--- config.mk ---
export PLATFORM = sky130hd
export DESIGN_NAME = uart_rx_os16
export DESIGN_NICKNAME = d
export VERILOG_FILES = /design/src/rtl/uart_rx_os16.sv
export SDC_FILE = /design/constraint.sdc
export NUM_CORES = 1
export LEC_CHECK = 0
export CAP_MARGIN = 10
export CELL_PAD_IN_SITES_DETAIL_PLACEMENT = 1
export CELL_PAD_IN_SITES_GLOBAL_PLACEMENT = 1
export CORE_MARGIN = 2
export CORE_UTILIZATION = 48
export CTS_BUF_LIST = sky130_fd_sc_hd__clkbuf_4 sky130_fd_sc_hd__clkbuf_8
export DETAILED_ROUTE_END_ITERATION = 8
export DONT_BUFFER_PORTS = 1
export PLACE_DENSITY = 0.83
export RECOVER_POWER = 25
export SYNTH_ARGS = -nofsm -noshare
export SYNTH_HDL_FRONTEND = slang
export SYNTH_SLANG_ARGS = --single-unit
--- constraint.sdc ---
create_clock -name clk50 -period 2.1 [get_ports clk50]
set_input_delay 0.315 -clock clk50 [delete_from_list [all_inputs] [get_ports clk50]]
set_output_delay 0.315 -clock clk50 [all_outputs]
set_load 0.005 [all_outputs]
--- src/rtl/uart_rx_os16.sv ---
// uart_rx_os16 -- 16x oversampled 8N1 UART receiver with a valid/ready
// holding register on the output side.
//
// Ports:
//   clk50     in   system clock, all logic on the rising edge
//   rst       in   asynchronous active-high reset
//   baud16    in   16x baud square wave, synchronous to clk50
//   rx        in   asynchronous serial line, idle high
//   rx_ready  in   consumer takes rx_data when high together with rx_valid
//   rx_data   out  received byte, stable while rx_valid is high
//   rx_valid  out  rx_data holds an unconsumed byte
//   frame_err out  one-cycle pulse when the stop bit is sampled low
//   overrun   out  one-cycle pulse when a completed byte is dropped
//   busy      out  receiver is inside a frame (state not IDLE)
module uart_rx_os16 #(
  parameter int unsigned DATA_BITS  = 8,
  parameter int unsigned OVERSAMPLE = 16
) (
  input  logic                 clk50,
  input  logic                 rst,
  input  logic                 baud16,
  input  logic                 rx,
  input  logic                 rx_ready,
  output logic [DATA_BITS-1:0] rx_data,
  output logic                 rx_valid,
  output logic                 frame_err,
  output logic                 overrun,
  output logic                 busy
);

  localparam int unsigned BIDX_W = (DATA_BITS > 1) ? $clog2(DATA_BITS) : 1;

  // Sample-counter landmarks inside one bit period.
  localparam logic [3:0] SMP_LAST = 4'(OVERSAMPLE - 1);
  localparam logic [3:0] SMP_A    = 4'd7;
  localparam logic [3:0] SMP_B    = 4'd8;
  localparam logic [3:0] SMP_C    = 4'd9;

  localparam logic [BIDX_W-1:0] BIDX_LAST = BIDX_W'(DATA_BITS - 1);

  typedef enum logic [1:0] {
    ST_IDLE,
    ST_START,
    ST_DATA,
    ST_STOP
  } state_e;

  state_e                 state_q;
  logic                   baud16_q;
  logic                   rx_s1_q;
  logic                   rx_s2_q;
  logic [3:0]             scnt_q;
  logic [BIDX_W-1:0]      bidx_q;
  logic [2:0]             smp_q;
  logic [DATA_BITS-1:0]   shreg_q;
  logic [DATA_BITS-1:0]   rx_data_q;
  logic                   rx_valid_q;
  logic                   frame_err_q;
  logic                   overrun_q;
  logic                   busy_q;

  logic                   tick;
  logic [3:0]             scnt_nxt;
  logic                   vote_live;
  logic                   vote_held;
  logic                   accept;

  function automatic logic maj3(input logic a, input logic b, input logic c);
    return (a & b) | (a & c) | (b & c);
  endfunction

  always_comb begin
    tick      = baud16 & ~baud16_q;
    scnt_nxt  = (scnt_q == SMP_LAST) ? '0 : scnt_q + 4'd1;
    // At the sample-9 decision tick the third vote is still in flight, so
    // it is taken straight from the synchronizer.
    vote_live = maj3(smp_q[0], smp_q[1], rx_s2_q);
    vote_held = maj3(smp_q[0], smp_q[1], smp_q[2]);
    accept    = rx_valid_q & rx_ready;
  end

  always_ff @(posedge clk50 or posedge rst) begin
    if (rst) begin
      baud16_q    <= 1'b1;
      rx_s1_q     <= 1'b1;
      rx_s2_q     <= 1'b1;
      state_q     <= ST_IDLE;
      scnt_q      <= '0;
      bidx_q      <= '0;
      smp_q       <= '0;
      shreg_q     <= '0;
      rx_data_q   <= '0;
      rx_valid_q  <= 1'b0;
      frame_err_q <= 1'b0;
      overrun_q   <= 1'b0;
      busy_q      <= 1'b0;
    end else begin
      baud16_q    <= baud16;
      rx_s1_q     <= rx;
      rx_s2_q     <= rx_s1_q;
      frame_err_q <= 1'b0;
      overrun_q   <= 1'b0;

      // A handshake empties the holding register; a delivery in the same
      // cycle is assigned later below and takes precedence.
      if (accept) begin
        rx_valid_q <= 1'b0;
      end

      if (tick) begin
        if (state_q == ST_IDLE) begin
          // The detecting tick is sample 0 of the start bit.
          if (!rx_s2_q) begin
            state_q <= ST_START;
            scnt_q  <= '0;
            busy_q  <= 1'b1;
          end
        end else begin
          scnt_q <= scnt_nxt;

          if (scnt_nxt == SMP_A) smp_q[0] <= rx_s2_q;
          if (scnt_nxt == SMP_B) smp_q[1] <= rx_s2_q;
          if (scnt_nxt == SMP_C) smp_q[2] <= rx_s2_q;

          case (state_q)
            ST_START: begin
              if ((scnt_nxt == SMP_C) && vote_live) begin
                // Start bit did not hold low to mid-bit: line glitch.
                state_q <= ST_IDLE;
                busy_q  <= 1'b0;
              end else if (scnt_nxt == SMP_LAST) begin
                state_q <= ST_DATA;
                bidx_q  <= '0;
              end
            end

            ST_DATA: begin
              if (scnt_nxt == SMP_LAST) begin
                shreg_q <= {vote_held, shreg_q[DATA_BITS-1:1]};
                if (bidx_q == BIDX_LAST) begin
                  state_q <= ST_STOP;
                end else begin
                  bidx_q <= bidx_q + 1'b1;
                end
              end
            end

            ST_STOP: begin
              // Decide at mid stop bit and go idle at once so a start bit
              // that immediately follows is not missed.
              if (scnt_nxt == SMP_C) begin
                state_q <= ST_IDLE;
                busy_q  <= 1'b0;
                if (vote_live) begin
                  if (!rx_valid_q || accept) begin
                    rx_data_q  <= shreg_q;
                    rx_valid_q <= 1'b1;
                  end else begin
                    overrun_q <= 1'b1;
                  end
                end else begin
                  frame_err_q <= 1'b1;
                end
              end
            end

            default: ;
          endcase
        end
      end
    end
  end

  assign rx_data   = rx_data_q;
  assign rx_valid  = rx_valid_q;
  assign frame_err = frame_err_q;
  assign overrun   = overrun_q;
  assign busy      = busy_q;

endmodule
==> results.yml, run 1 <==
run:
  cap_violations: 0
setup_path:
  cp.buffers_inverters: 1
  end_kind: "flop"
  cp_top_family: "compound AO/OA/AOI/OAI gates"
  critPathMaxFanout: 8
  crit_type: "reg -> reg"
  crit_chain: "inv_1, ha_2, o21bai_1, a21boi_2, o22ai_4, a211oi_1, a221o_1"
  cp.required_ns: 2.33
  slowest_delay_ns: 0.43
  crit_path_top_delay_cell: "dfrtp_1"
  arrival_ns: 2.31
  cp-start-kind: "flop"
global_routing:
  grt_pass1_wl_um: 6710
  grt_pass1_vias: 1255
  grt.overflow.total: 0
  grt_usage: 0.221
  grt_max_degree: 36
  antenna_found_initial: 0
floorplan:
  dieArea_um2: 4270
  num_rows: 22
  die_h_um: 65.4
  core_area_um2: 3630
  start_util: 0.498
  io_pins: 17
  fp.dieW_um: 65.4
route:
  wirelength_met1_um: 1870
  ant_nets: 0
  vias: 1176
  drc_errors: 0
  drtIter0Drc: 115
  post_drt_wl_per_cell_um: 23.1
  top_layer: "met4"
  wl_met2_um: 2480
  vias_per_cell: 5.85
  postRouteWirelength_um: 4640
  dr.pass1.iters: 4
  wl_met3_um: 156
cts:
  cts_sinks: 35
  cts_buffers: 5
  clockBufferDepth: 2
  clk_latency_ns: 0.30
  tritoncts: "yes"
  cts_root_buf: "clkbuf_8"
  clk_pin_slew_worst_paths_ns: 0.07
  htreeDepth: 2
placed_design:
  post-place-ws_ns: 0.0542
  gp_congestion: 0.923
  dpl.hpwl_um: 3000
  port_buffers: 0
logic_synthesis:
  syn_area_per_cell_um2: 13.0
  synthDistinctLibCells: 51
  yosys_register_bits: 35
  synth_warnings: 0
  synth_fp_nets: 154
  syn-cell-area_um2: 1810
  syn_inst: 139
  synth_seq_area_share: 0.487
cells_and_area:
  drive_above_1_share: 0.359
  antenna_cells: 0
  final_common_cell: "dfrtp_1"
  nets: 167
  areaGrowthSynthToFinish_pct: 13.6
  fin_util: 0.565
  fillers: 386
  mostFrequentLayoutCells: "30 x dfrtp_1, 16 x mux2_4, 8 x nand2_1, 8 x ha_1, 8 x buf_4"
power_and_ir_drop:
  p_switching_w: 0.000840
  leakage_nw: 0.978
  swShare: 0.369
  power.internal_w: 0.00144
  power.total_w: 0.00228
  pwr-share-comb: 0.333
  p_seq_frac: 0.395
  p_clk_frac: 0.272
  p_per_area_nw_per_um2: 1110
  vdd_ir_drop_max_mv: 0.414
timing:
  period_needed_ns: 2.08
  finalMaxSlewViolations: 0
  fin_crit_sh: 0.990
  holdWs_ns: -0.00656
  fin_skew_ns: 0.00551
  hold_viol_final: 4
  setup_violations: 0
  finalWorstSetupSlack_ns: 0.0218
  tightest_slew_ns: 0.443
  clock.fmax_ghz: 0.481
  max_slew_margin: 0.705
run_status:
  status: "finished with violations"
  violations: "negative hold slack"
hold_path:
  min_path_type: "in -> async"
## repair_timing
action / in CTS / in global routing
buffers inserted: 0 / 1
resized for setup: 0 / 9
hold buffers: 0 / 2
setup endpoints to repair: 0 / 11
endpoints found under the hold margin: 0 / 2
## layer usage
metal / up-vias / track usage
met5: - / 0
met4: 0 / 0.0885
met3: 14 / 0.0565
met2: 32 / 0.408
met1: 609 / 0.240
li1: 521 / -
## per-stage QoR
stage	setup TNS [ns]	instances	cell area, um^2
3_5_place_dp	0	190	1880
5_1_grt	-0.115	201	2050
4_1_cts	0	198	1990
2_1_floorplan	0	139	1810
6_report	0	201	2050
3_3_place_gp	0	190	1880
## synthesized netlist by cell type, drive strengths merged
cell type / count / share of area
a31oi: 1 / 0.0069
a211oi: 1 / 0.0042
nor3: 2 / 0.0083
dfstp: 3 / 0.044
a31o: 1 / 0.0048
a32oi: 1 / 0.0048
o211ai: 1 / 0.0042
o21ai: 3 / 0.0083
a21oi: 2 / 0.0055
xnor2: 2 / 0.0097
and4: 2 / 0.011
maj3: 2 / 0.013
o22ai: 1 / 0.0069
a21boi: 1 / 0.0042
dfrtp: 32 / 0.44
nand4b: 1 / 0.0048
a22o: 3 / 0.015
nand3: 5 / 0.021
a221o: 1 / 0.0055
nand4: 1 / 0.0035
xor2: 1 / 0.0048
o21bai: 2 / 0.0083
o31a: 1 / 0.0048
clkbuf: 1 / 0.0021
inv: 7 / 0.015
buf: 3 / 0.020
and2: 1 / 0.0048
nor4: 1 / 0.0069
a21o: 2 / 0.0090
mux2: 20 / 0.16
o31ai: 2 / 0.0083
nor2: 6 / 0.014
nor3b: 1 / 0.0042
nand3b: 1 / 0.0042
nand2: 9 / 0.020
and4b: 1 / 0.0055
nand2b: 2 / 0.0069
nor2b: 2 / 0.0069
ha: 10 / 0.069
## kinds of logic after synthesis
kind of cell	after synthesis	synth area share
DFF	35	0.487
buffers and inverters	11	0.0367
AOI/OAI and AO/OA	23	0.100
muxes	20	0.158
and+or+nand+nor	35	0.122
adders and majority gates	12	0.0824
xor gates and xnor gates	3	0.0145
## power by group through the flow
| stage | registers [W] | logic, W | clock network [W] |
|---|---|---|---|
| finish | 0.000899 | 0.000759 | 0.000621 |
| global route | 0.000910 | 0.000815 | 0.000658 |
| CTS | 0.000884 | 0.000669 | 0.000630 |
| detailed placement | 0.000892 | 0.000643 | 0 |
| global placement | 0.000877 | 0.000599 | 0 |
| floorplan | 0.000849 | 0.000511 | 0 |
## area by class of cell
| type | instances | area [um^2] | share of cell area |
|---|---|---|---|
| Tap cell | 48 | 60.1 | 0.0293 |
| Clock buffer | 5 | 68.8 | 0.0335 |
| Timing Repair Buffer | 10 | 80.1 | 0.0390 |
| Sequential cell | 35 | 882 | 0.430 |
| Clock inverter | 3 | 43.8 | 0.0213 |
| Multi-Input combinational cell | 93 | 892 | 0.434 |
| Inverter | 7 | 26.3 | 0.0128 |
## final timing paths
path / start / end / slack (ns) / depth (start not counted)
max: state_q[0] / state_q[1] / 0.02 / 7
min: rst / state_q[1] / -0.007 / 2
max reg2reg: state_q[0] / state_q[1] / 0.02 / 7
min reg2reg: rx_s1_q / rx_s2_q / 0.36 / 0
max in group asynchronous: rst / baud16_q / 1.75 / 2
min in group clk50: rx_ready / rx_valid / 0.32 / 2
## registers in the layout, indices dropped and copies added (netlist names)
signal	flops
rx_data	8
shreg_q	8
scnt_q	4
bidx_q	3
smp_q	3
state_q	2
baud16_q	1
busy	1
frame_err	1
overrun	1
rx_s1_q	1
rx_s2_q	1
rx_valid	1
Power figures use the tool's default switching activity.
==> run 2, diff against run 1 <==
- SETUP_SLACK_MARGIN: default -> 0.15
==> run 2 against run 1 <==
  * The flow now finishes without violations
  * Largest cell class unchanged
  * First-iteration DRC count decreased by 63%
  * Final cell count increased by 3.0%
  * Clock skew rose by 0.0024 ns
  * Global-route usage fell by 1.8 points
  * Hold slack improved by 0.31 ns
  * Routed wire length decreased by 13%
  * Sequential power is essentially flat
  * Non-clock buffer count grew 6
  * Clock power fell by 15%
==> results.yml, run 2 (synthesized netlist as in run 1, its figures left out) <==
global_routing:
  grt_pass1_vias: 1312
  grt_max_degree: 27
  antenna_found_initial: 0
  grt_usage: 0.203
  grt_pass1_wl_um: 6380
  grt.overflow.total: 0
cells_and_area:
  mostFrequentLayoutCells: "27 x dfrtp_1, 16 x mux2_4, 13 x buf_4"
  fillers: 382
  drive_above_1_share: 0.421
  final_common_cell: "dfrtp_1"
  areaGrowthSynthToFinish_pct: 18.2
  antenna_cells: 0
  nets: 173
  post-route-cell-area_um2: 2140
timing:
  fin_skew_ns: 0.00791
  period_needed_ns: 1.92
  hold_viol_final: 0
  finalMaxSlewViolations: 0
  tightest_slew_ns: 0.379
  fin_crit_sh: 0.914
  max_slew_margin: 0.747
  setup_violations: 0
  clock.fmax_ghz: 0.521
  rsz0062_at_grt: "true"
  holdWs_ns: 0.300
  tns_ns: 0
route:
  vias_per_cell: 5.73
  drc_errors: 0
  dr.pass1.iters: 4
  drtIter0Drc: 43
  vias: 1187
  post_drt_wl_per_cell_um: 19.6
  ant_nets: 0
  postRouteWirelength_um: 4050
floorplan:
  start_util: 0.498
  die_h_um: 65.4
  core_area_um2: 3630
  num_rows: 22
  dieArea_um2: 4270
  fp.dieW_um: 65.4
  io_pins: 17
setup_path:
  end_kind: "flop"
  cp.required_ns: 2.28
  worstSetupEndpoint: "state_q[1]"
  cp-start-kind: "flop"
  crit_chain: "inv_1, ha_4, nand2_1, o31a_1, o22ai_2, a211oi_1, a221o_1"
  cp_top_family: "compound AO/OA/AOI/OAI gates"
  crit_path_top_delay_cell: "dfrtp_2"
  slowest_delay_ns: 0.46
  rrSetupSlack_ns: 0.18
  r2r_cells: 7
  critPathMaxFanout: 6
  worstSetupStartpoint: "scnt_q[0]"
  crit_type: "reg -> reg"
  arrival_ns: 2.10
  rr_startpoint: "scnt_q[0]"
  r2r_end: "state_q[1]"
  cp_num_cells: 7
  cp.buffers_inverters: 1
power_and_ir_drop:
  power.total_w: 0.00225
  leakage_nw: 0.996
  p_per_area_nw_per_um2: 1060
  vdd_ir_drop_max_mv: 0.452
placed_design:
  gp_congestion: 0.777
  port_buffers: 0
  postPlaceCellArea_um2: 1880
  dpl.hpwl_um: 2760
cts:
  cts_sinks: 35
  cts_buffers: 5
  clockBufferDepth: 2
  htreeDepth: 2
  cts_root_buf: "clkbuf_8"
  clk_latency_ns: 0.30
  tritoncts: "yes"
  clk_pin_slew_worst_paths_ns: 0.07
run:
  cap_violations: 0
hold_path:
  min_path_type: "in -> reg"
run_status:
  status: "complete, no violations"
-- run 2: cell count changes in the layout (fill, tap and decap cells not counted), moves of 2 or more --
cell	previous run	this run
dfrtp_2	2	5
dfrtp_1	30	27
buf_4	8	13
ha_4	0	2
ha_1	8	6
-- run 2: worst min-delay path by stage --
stage	startpoint	to	slack (ns)	cells past startpoint
after floorplan	baud16	baud16_q	0.32	0
after global placement	rst	state_q[1]	0.20	1
after detailed placement	rst	state_q[1]	0.21	1
after CTS	rx_ready	overrun	0.29	2
after global routing	rx_ready	overrun	0.34	2
final	rx_ready	overrun	0.30	2
-- run 2: metrics by stage --
stage | util | worst slack [ns] | instances
2_1_floorplan | - | 0.164 | 139
6_report | 0.588 | 0.181 | 207
3_5_place_dp | 0.518 | 0.0187 | 189
4_1_cts | 0.560 | 0.140 | 201
3_3_place_gp | 0.518 | 0.112 | 189
5_1_grt | 0.588 | 0.0836 | 207
-- run 2: repair_timing --
item,4_1_cts,5_1_grt
pin swaps,3,6
endpoints found under the setup margin,20,21
endpoints found under the hold margin,11,0
setup buffers,1,6
hold buffers,3,0
resized for setup,6,12
cloned,0,0
-- run 2: layer usage --
layer	vias up	routed length (um)	global-route usage
met5	-	0	0
met4	0	127	0.0990
met3	13	146	0.0411
met2	29	2110	0.357
met1	609	1670	0.235
li1	536	-	-
-- run 2: area by class of cell --
cell class / count / area [um^2] / share of cell area
clock buffers: 6 / 82.6 / 0.0386
clock inverters: 2 / 16.3 / 0.00761
inverters: 7 / 26.3 / 0.0123
multi-input cells: 93 / 938 / 0.439
flip-flops and latches: 35 / 886 / 0.415
well taps: 48 / 60.1 / 0.0281
repair buffers: 16 / 128 / 0.0597
-- run 2: report_power, final --
part | switching, W | internal (W) | leakage [nW]
Sequential | 0.000126 | 0.000770 | 0.457
Combinational | 0.000451 | 0.000382 | 0.492
Clock | 0.000258 | 0.000267 | 0.0474
